### src/rtl/pkt_snoop_pkg.sv
// Shared types and constants for the packet snooper's length-counting stage.
// The default record layout matches a 16-bit length field.
package pkt_snoop_pkg;

    localparam int REC_FIFO_DEPTH = 2;
    localparam int PKT_LEN_W_DEFAULT = 16;

    typedef enum logic {
        IDLE   = 1'b0,
        IN_PKT = 1'b1
    } pkt_len_state_e;

    typedef struct packed {
        logic                         ovf;
        logic [PKT_LEN_W_DEFAULT-1:0] len;
    } pkt_len_rec_t;

endpackage

### src/rtl/pkt_len_rec_fifo.sv
// Small record FIFO for per-packet length records. A push while full succeeds only
// when a pop happens in the same cycle. The drop pulse exists only with PKT_SNOOP_DROP_CNT_EN.
module pkt_len_rec_fifo
    import pkt_snoop_pkg::*;
#(
    parameter type rec_t = pkt_len_rec_t
) (
    input  logic clk,
    input  logic aresetn,
    input  logic push,
    input  rec_t push_data,
    input  logic pop,
    output rec_t head,
    output logic empty,
`ifdef PKT_SNOOP_DROP_CNT_EN
    output logic dropped,
`endif
    output logic full
);

    localparam int PTR_W = (REC_FIFO_DEPTH > 1) ? $clog2(REC_FIFO_DEPTH) : 1;
    localparam int CNT_W = $clog2(REC_FIFO_DEPTH + 1);
    localparam logic [CNT_W-1:0] CNT_FULL = CNT_W'(REC_FIFO_DEPTH);

    rec_t             r_mem [REC_FIFO_DEPTH];
    logic [PTR_W-1:0] r_wr_ptr;
    logic [PTR_W-1:0] r_rd_ptr;
    logic [CNT_W-1:0] r_count;

    logic w_pop_ok;
    logic w_push_ok;

    assign full      = (r_count == CNT_FULL);
    assign empty     = (r_count == '0);
    assign w_pop_ok  = pop && !empty;
    // When full, the slot being pushed is the head being popped on this same edge.
    assign w_push_ok = push && (!full || w_pop_ok);
    assign head      = r_mem[r_rd_ptr];

`ifdef PKT_SNOOP_DROP_CNT_EN
    assign dropped = push && !w_push_ok;
`endif

    always_ff @(posedge clk or negedge aresetn) begin
        if (!aresetn) begin
            for (int i = 0; i < REC_FIFO_DEPTH; i++) begin
                r_mem[i] <= '0;
            end
            r_wr_ptr <= '0;
            r_rd_ptr <= '0;
            r_count  <= '0;
        end else begin
            if (w_push_ok) begin
                r_mem[r_wr_ptr] <= push_data;
                r_wr_ptr        <= r_wr_ptr + 1'b1;
            end
            if (w_pop_ok) begin
                r_rd_ptr <= r_rd_ptr + 1'b1;
            end
            if (w_push_ok && !w_pop_ok) begin
                r_count <= r_count + 1'b1;
            end else if (!w_push_ok && w_pop_ok) begin
                r_count <= r_count - 1'b1;
            end
        end
    end

endmodule

### src/rtl/packet_length_counter.sv
// Per-packet byte accumulation with a length-record valid/ready output and link totals.
// PKT_SNOOP_DROP_CNT_EN builds the dropped-record counter; otherwise dropped_recs is 0.
module packet_length_counter
    import pkt_snoop_pkg::*;
#(
    parameter int LEN_WIDTH = 16,
    parameter int CNT_WIDTH = 32
) (
    input  logic                 clk,
    input  logic                 aresetn,
    input  logic                 snoop_valid,
    input  logic                 snoop_last,
    input  logic [7:0]           bytes_in_flit,
    input  logic                 clear,
    output logic [LEN_WIDTH-1:0] pkt_len,
    output logic                 pkt_ovf,
    output logic                 pkt_len_valid,
    input  logic                 pkt_len_ready,
    output logic [CNT_WIDTH-1:0] total_bytes,
    output logic [CNT_WIDTH-1:0] total_pkts,
    output logic [15:0]          dropped_recs,
    output logic                 dbg_state
);

    typedef struct packed {
        logic                 ovf;
        logic [LEN_WIDTH-1:0] len;
    } rec_t;

    localparam int SUM_W = LEN_WIDTH + 9;
    localparam logic [SUM_W-1:0] LEN_MAX = {9'b0, {LEN_WIDTH{1'b1}}};

    logic                 r_d_valid;
    logic                 r_d_last;
    pkt_len_state_e       r_state;
    pkt_len_state_e       w_state_nxt;
    logic [LEN_WIDTH-1:0] r_acc;
    logic                 r_ovf;
    logic [CNT_WIDTH-1:0] r_total_bytes;
    logic [CNT_WIDTH-1:0] r_total_pkts;

    logic [SUM_W-1:0]     w_base;
    logic [SUM_W-1:0]     w_sum;
    logic                 w_sat;
    logic [LEN_WIDTH-1:0] w_len;
    logic                 w_ovf;
    logic                 w_push;
    logic                 w_pop;
    logic                 w_empty;
    logic                 w_full;
    rec_t                 w_rec;
    rec_t                 w_head;

    // Delay the handshake one cycle so it lines up with the registered byte count.
    always_ff @(posedge clk or negedge aresetn) begin
        if (!aresetn) begin
            r_d_valid <= 1'b0;
            r_d_last  <= 1'b0;
        end else begin
            r_d_valid <= snoop_valid;
            r_d_last  <= snoop_last;
        end
    end

    assign w_base = (r_state == IDLE) ? '0 : {9'b0, r_acc};
    assign w_sum  = w_base + {{(LEN_WIDTH + 1){1'b0}}, bytes_in_flit};
    assign w_sat  = (w_sum > LEN_MAX);
    assign w_len  = w_sat ? {LEN_WIDTH{1'b1}} : w_sum[LEN_WIDTH-1:0];
    assign w_ovf  = ((r_state == IN_PKT) && r_ovf) || w_sat;

    always_ff @(posedge clk or negedge aresetn) begin
        if (!aresetn) begin
            r_state <= IDLE;
        end else begin
            r_state <= w_state_nxt;
        end
    end

    always_comb begin
        w_state_nxt = r_state;
        w_push      = 1'b0;
        if (r_d_valid) begin
            w_state_nxt = r_d_last ? IDLE : IN_PKT;
            w_push      = r_d_last;
        end
    end

    always_ff @(posedge clk or negedge aresetn) begin
        if (!aresetn) begin
            r_acc <= '0;
            r_ovf <= 1'b0;
        end else if (r_d_valid) begin
            r_acc <= w_len;
            r_ovf <= w_ovf;
        end
    end

    // Clear takes priority over a coincident beat, which is then not counted.
    always_ff @(posedge clk or negedge aresetn) begin
        if (!aresetn) begin
            r_total_bytes <= '0;
            r_total_pkts  <= '0;
        end else if (clear) begin
            r_total_bytes <= '0;
            r_total_pkts  <= '0;
        end else if (r_d_valid) begin
            r_total_bytes <= r_total_bytes + {{(CNT_WIDTH - 8){1'b0}}, bytes_in_flit};
            r_total_pkts  <= r_total_pkts + {{(CNT_WIDTH - 1){1'b0}}, r_d_last};
        end
    end

    assign w_rec.ovf = w_ovf;
    assign w_rec.len = w_len;
    assign w_pop     = pkt_len_valid && pkt_len_ready;

`ifdef PKT_SNOOP_DROP_CNT_EN
    logic        w_dropped;
    logic [15:0] r_dropped_recs;
`endif

    pkt_len_rec_fifo #(
        .rec_t(rec_t)
    ) u_rec_fifo (
        .clk      (clk),
        .aresetn  (aresetn),
        .push     (w_push),
        .push_data(w_rec),
        .pop      (w_pop),
        .head     (w_head),
        .empty    (w_empty),
`ifdef PKT_SNOOP_DROP_CNT_EN
        .dropped  (w_dropped),
`endif
        .full     (w_full)
    );

`ifdef PKT_SNOOP_DROP_CNT_EN
    always_ff @(posedge clk or negedge aresetn) begin
        if (!aresetn) begin
            r_dropped_recs <= '0;
        end else if (clear) begin
            r_dropped_recs <= '0;
        end else if (w_dropped && (r_dropped_recs != 16'hFFFF)) begin
            r_dropped_recs <= r_dropped_recs + 16'd1;
        end
    end
    assign dropped_recs = r_dropped_recs;
`else
    assign dropped_recs = '0;
`endif

    assign pkt_len       = w_head.len;
    assign pkt_ovf       = w_head.ovf;
    assign pkt_len_valid = !w_empty;
    assign total_bytes   = r_total_bytes;
    assign total_pkts    = r_total_pkts;
    assign dbg_state     = (r_state == IN_PKT) || w_full;

endmodule

### config.mk
export PLATFORM = sky130hd
export DESIGN_NAME = packet_length_counter
export DESIGN_NICKNAME = d
export VERILOG_FILES = /design/src/rtl/pkt_snoop_pkg.sv /design/src/rtl/pkt_len_rec_fifo.sv /design/src/rtl/packet_length_counter.sv
export SDC_FILE = /design/constraint.sdc
export NUM_CORES = 1
export LEC_CHECK = 0
export ABC_AREA = 1
export CAP_MARGIN = 10
export CORE_ASPECT_RATIO = 0.75
export CORE_MARGIN = 1
export CORE_UTILIZATION = 45
export CTS_CLUSTER_DIAMETER = 150
export DETAILED_ROUTE_END_ITERATION = 10
export PLACE_DENSITY = 0.68
export SKIP_CTS_REPAIR_TIMING = 1
export SKIP_LAST_GASP = 1
export SLEW_MARGIN = 20
export SYNTH_ARGS = -nofsm -noshare
export SYNTH_HDL_FRONTEND = slang
export SYNTH_SLANG_ARGS = --single-unit
### constraint.sdc
create_clock -name clk -period 3.3 [get_ports clk]
set_input_delay 0.66 -clock clk [delete_from_list [all_inputs] [get_ports clk]]
set_output_delay 0.66 -clock clk [all_outputs]
set_load 0.01 [all_outputs]
==> flow_metrics.tcl, run 1 <==
set metrics [dict create \
    mappedNetlistArea_mm2 0.00751 \
    drtIter0Drc 554 \
    setup_viol 0 \
    p_per_area_mw_per_mm2 554 \
    cap_violations 0 \
    drc_errors 0 \
    cts.clk_slew.worst_paths_ps 60 \
    num_io_pins 113 \
    dp_hpwl_mm 14.4 \
    hp-class "in -> async" \
    die-area_mm2 0.0172 \
    cts_tree "done" \
    drtAntennaViolNets 0 \
    avgRoutedWirePerCell_um 14.3 \
    start_kind "flop" \
    first_pass_iters 5 \
    synth_area_per_cell_um2 7.00 \
    die-width_um 151 \
    root_buffer "clkbuf_16" \
    rsz0062_at_grt "no" \
    antenna_found_initial 0 \
    path_class "reg -> out" \
    peakVddDrop_mv 0.369 \
    p_sw_mw 1.65 \
    worst_pin_slew_ps 665 \
    cp_max_fo 31 \
    internal-power_mw 3.46 \
    fin_crit_sh 0.807 \
    die_h_um 114 \
    final_cell_mix "nand2_1, inv_1, dfrtp_1" \
    layout_min_cycle_time_ps 2660 \
    cp-end-kind "primary output" \
    status "finished, final reports clean" \
    dr_total_vias 7185 \
    required_ps 2640 \
    mostFrequentLayoutCell "nand2_1" \
    cts_max_level 4 \
    fin_area_mm2 0.00923 \
    p_leak_nw 4.48 \
    cts-root-to-sink-buffers 2 \
    synth_warnings 0 \
    hold_viol 0 \
    critical_path_arrival_ps 2000 \
    nets 1207 \
    p_comb_frac 0.278 \
    synth-main-ff-cell "dfrtp_1" \
    slew_headroom 0.556 \
    num_antenna_cells 0 \
    gp_congestion 0.914 \
    place_area_mm2 0.00865 \
    clkPwrFrac 0.363 \
    synth_edf_count 0 \
    synthArstFlopShare 1.00 \
    synth_cells 1073 \
    grt_pass1_vias 6557 \
    yosysUniqueCellTypes 44 \
    grt_pass1_wl_mm 33.2 \
    netSwitchingFraction 0.324 \
    drive_gt1_frac 0.0650 \
    synth.yosys.seq_area_share 0.406 \
    fin_tns_setup_ps 0 \
    clock_latency_ps 420 \
    fmax_mhz 375 \
    portBuffers 96 \
    overflow 0 \
    cts.sinks 122 \
    gr-usage-all-layers 0.248 \
    ys_seq_elements 122 \
    coreArea_mm2 0.0162 \
    grt_max_degree 77 \
    drt_wl_total_mm 19.9 \
    clock_skew_ps 8.52 \
    slew_viol_final 0 \
    routed_via_density 5.15 \
    start_util 0.465 \
    area_growth_pct 22.9 \
    cts_buffers 17 \
    p_seq_frac 0.360 \
    rows 40 \
]
-- logic make-up (layout without fill, tap and decap cells) --
family	count (synthesis)	count (layout)	share of synthesized area
xor gates and xnor gates	13	13	0.0152
adders and majority gates	21	21	0.0370
DFF	122	122	0.406
and+or+nand+nor	607	607	0.348
other	1	16	0.000499
buffers and inverters	185	281	0.104
AOI/OAI and AO/OA	124	124	0.0880
-- critical path: stages, from the launching register on --
cell,delay [ps]
dfrtp_1,360
buf_4,220
o21ai_0,380
clkdlybuf4s50_1,620
-- synth_stat cells, drive strengths merged (2+ instances only) --
cell type,n,area share
nand4,34,0.028
or2,3,0.0025
and2,2,0.0017
fa,2,0.0053
nand2,378,0.19
nand3,67,0.049
nor2,89,0.047
xnor2,6,0.0070
inv,138,0.069
clkinv,3,0.0015
o21a,2,0.0020
a21oi,37,0.025
nor3,26,0.018
a22o,3,0.0035
xor2,7,0.0082
clkbuf,12,0.0060
a31oi,7,0.0058
ha,19,0.032
buf,32,0.028
dfrtp,122,0.41
nand3b,5,0.0050
o21ai,71,0.048
-- registers in the layout, indices dropped and copies added (netlist names) --
| name | cells |
|---|---|
| total_bytes | 32 |
| u_rec_fifo.r_mem | 34 |
| r_d_valid | 1 |
| u_rec_fifo.r_rd_ptr | 1 |
| r_state | 1 |
| r_acc | 16 |
| r_d_last | 1 |
| u_rec_fifo.r_count | 2 |
| total_pkts | 32 |
| u_rec_fifo.r_wr_ptr | 1 |
| r_ovf | 1 |
-- power by group through the flow --
stage / Clock, mW / Sequential [mW] / Combinational (mW)
after floorplan: 0 / 1.84 / 0.897
after global placement: 0 / 1.86 / 1.39
after detailed placement: 0 / 1.86 / 1.42
after CTS: 1.88 / 1.84 / 1.43
after global routing: 1.94 / 1.87 / 1.61
final: 1.85 / 1.84 / 1.42
-- through the flow --
step	util	hold slack (ps)	instances	total power, mW	setup slack (ps)
2_1_floorplan	-	364	1088	2.74	893
3_3_place_gp	0.535	464	1363	3.25	296
3_5_place_dp	0.535	466	1363	3.28	252
4_1_cts	0.571	286	1394	5.15	600
5_1_grt	0.571	317	1394	5.42	474
6_report	0.571	275	1394	5.11	637
-- final cells by class --
type,instances,area [um^2]
multi-input cells,781,3730
well taps,210,263
flip-flops and latches,122,3050
clock inverters,7,90.1
fillers,1532,6940
inverters,141,529
clock buffers,24,492
repair buffers,109,1070
-- final timing paths --
check | from | endpoint | slack [ps] | cells after the start
max reg2reg | r_state$_DFFE_PN0P_ | r_acc[12]$_DFFE_PN0P_ | 840 | 12
min in group clk | u_rec_fifo.r_mem[8]$_DFFE_PN0P_ | u_rec_fifo.r_mem[8]$_DFFE_PN0P_ | 480 | 2
max in group asynchronous | aresetn | r_acc[13]$_DFFE_PN0P_ | 2170 | 2
min | aresetn | total_bytes[22]$_DFFE_PN0P_ | 280 | 1
max | u_rec_fifo.r_rd_ptr$_DFFE_PN0P_ | pkt_len[2] | 640 | 3
min reg2reg | u_rec_fifo.r_mem[8]$_DFFE_PN0P_ | u_rec_fifo.r_mem[8]$_DFFE_PN0P_ | 480 | 2
-- metal layers --
layer	up-vias	global-route usage	part of all wire
li1	3596	-	-
met1	3333	0.394	0.53
met2	238	0.331	0.39
met3	18	0.0480	0.062
met4	0	0.0800	0.012
met5	-	0	0
Note: power is estimated with default switching activity, not from simulation.
==> inputs of run 2 (changes only) <==
--- a/config.mk
+++ b/config.mk
@@ -12,7 +12,7 @@
 export CORE_UTILIZATION = 45
 export CTS_CLUSTER_DIAMETER = 150
 export DETAILED_ROUTE_END_ITERATION = 10
-export PLACE_DENSITY = 0.68
+export PLACE_DENSITY = 0.71
 export SKIP_CTS_REPAIR_TIMING = 1
 export SKIP_LAST_GASP = 1
 export SLEW_MARGIN = 20
==> constraint.sdc (replaced) <==
create_clock -name clk -period 2.3 [get_ports clk]
set_input_delay 0.46 -clock clk [delete_from_list [all_inputs] [get_ports clk]]
set_output_delay 0.46 -clock clk [all_outputs]
set_load 0.01 [all_outputs]
==> flow_metrics.tcl, run 2 (same netlist as run 1, synthesis figures left out) <==
set metrics [dict create \
    grt_max_degree 73 \
    setup_viol 0 \
    first_pass_iters 5 \
    root_buffer "clkbuf_16" \
    r2r_slack_ps 120 \
    worst_pin_slew_ps 520 \
    grt_pass1_wl_mm 33.0 \
    drive_gt1_frac 0.107 \
    rr_worst_depth 12 \
    drtAntennaViolNets 0 \
    cp_max_fo 31 \
    peakVddDrop_mv 0.490 \
    required_ps 1840 \
    drc_errors 0 \
    cts.sinks 122 \
    die-area_mm2 0.0172 \
    p_leak_nw 4.77 \
    die_h_um 114 \
    post-place-ws_ps -252 \
    clock_skew_ps 10.9 \
    slew_viol_final 0 \
    num_io_pins 113 \
    critical_path_arrival_ps 1840 \
    start_util 0.465 \
    place_area_mm2 0.00901 \
    cap_violations 0 \
    dr_total_vias 7304 \
    area_growth_pct 27.8 \
    mostFrequentLayoutCell "nand2_1" \
    largest_register_ff_count 34 \
    grt.busiest_layer "met1" \
    slew_headroom 0.653 \
    grt_pass1_vias 6490 \
    hold_slack_ps 30.8 \
    cts.clk_slew.worst_paths_ps 60 \
    routed_via_density 5.08 \
    avgRoutedWirePerCell_um 13.9 \
    clock_latency_ps 420 \
    p_per_area_mw_per_mm2 766 \
    max_flop_register "u_rec_fifo.r_mem" \
    rsz0062_at_grt "yes" \
    utilization 0.594 \
    nFillCells 1480 \
    r2r_end "u_rec_fifo.r_mem[9]$_DFFE_PN0P_" \
    grt_use_met1 0.396 \
    coreArea_mm2 0.0162 \
    status "finished, final reports clean" \
    r2r-start "r_state$_DFFE_PN0P_" \
    path_class "reg -> out" \
    cts_max_level 4 \
    gp_congestion 0.891 \
    cp-end-kind "primary output" \
    nets 1253 \
    worst_slack_ps 4.84 \
    grt_use_met3 0.0584 \
    cts-root-to-sink-buffers 2 \
    gr-usage-met2 0.333 \
    portBuffers 96 \
    hold_viol 0 \
    fin_crit_sh 0.998 \
    antenna_found_initial 0 \
    cts_tree "done" \
    drt_wl_total_mm 20.1 \
    num_antenna_cells 0 \
    overflow 0 \
    drtIter0Drc 569 \
    final_cell_mix "nand2_1, inv_1, dfrtp_1" \
    cts_buffers 17 \
    layout_min_cycle_time_ps 2300 \
    fmax_mhz 436 \
    rows 40 \
    fin_area_mm2 0.00960 \
    die-width_um 151 \
    dp_hpwl_mm 14.7 \
    gr-usage-all-layers 0.248 \
    start_kind "flop" \
    hp-class "in -> async" \
    fin_tns_setup_ps 0 \
]
## run 2: changes by cell type in the layout (fill, tap and decap cells not counted), moves of 3 or more
| cell | change |
|---|---|
| dlymetal6s2s_1 | +6 |
| buf_4 | +40 |
| buf_12 | +4 |
| o21ai_0 | -6 |
| clkdlybuf4s50_1 | -6 |
| o21ai_2 | +3 |
| o21ai_1 | +3 |
## run 2: per-layer routing
layer / up-vias / wire length [um]
li1: 3676 / -
met1: 3372 / 10300
met2: 243 / 8140
met3: 13 / 1550
met4: 0 / 117
met5: - / 0
## run 2: final cells by class
cell class,instances,area [um^2],area share
clock inverters,8,48.8,0.00508
repair buffers,155,1480,0.154
well taps,210,263,0.0274
clock buffers,22,464,0.0483
flip-flops and latches,122,3050,0.318
multi-input cells,781,3760,0.391
inverters,141,533,0.0555
## run 2: power breakdown
part / total, mW / switching [mW] / internal [mW] / leakage (nW)
Combinational: 2.35 / 1.31 / 1.04 / 2.89
Clock: 2.35 / 0.943 / 1.41 / 0.251
Sequential: 2.65 / 0.188 / 2.46 / 1.63
## run 2: worst max path at each step
stage / from / slack [ps] / to
after CTS: u_rec_fifo.r_rd_ptr$_DFFE_PN0P_ / -90 / pkt_len[0]
after detailed placement: bytes_in_flit[0] / -250 / u_rec_fifo.r_mem[33]$_DFFE_PN0P_
after global placement: bytes_in_flit[1] / -220 / total_bytes[18]$_DFFE_PN0P_
final: u_rec_fifo.r_rd_ptr$_DFFE_PN0P_ / 5 / pkt_len[11]
after floorplan: r_state$_DFFE_PN0P_ / 30 / r_acc[6]$_DFFE_PN0P_
after global routing: u_rec_fifo.r_rd_ptr$_DFFE_PN0P_ / -30 / pkt_len[6]
## run 2: metrics by stage
stage	power [mW]	std cells
after floorplan	3.93	1088
after global placement	4.93	1405
after detailed placement	4.97	1405
after CTS	7.35	1435
after global routing	7.83	1439
final	7.35	1439
## run 2: worst max-delay path: stages, from the launching register on
cell and delay [ps]:
dfrtp_1 390, buf_12 170, o21ai_1 250, clkdlybuf4s50_1 590
==> inputs of run 3 (changes only) <==
--- a/config.mk
+++ b/config.mk
@@ -12,6 +12,7 @@
 export CORE_UTILIZATION = 45
 export CTS_CLUSTER_DIAMETER = 150
 export DETAILED_ROUTE_END_ITERATION = 10
+export GPL_TIMING_DRIVEN = 1
 export PLACE_DENSITY = 0.71
 export SKIP_CTS_REPAIR_TIMING = 1
 export SKIP_LAST_GASP = 1
==> results of run 3 <==
No change in the layout: final DEF, timing and power equal those of run 2.
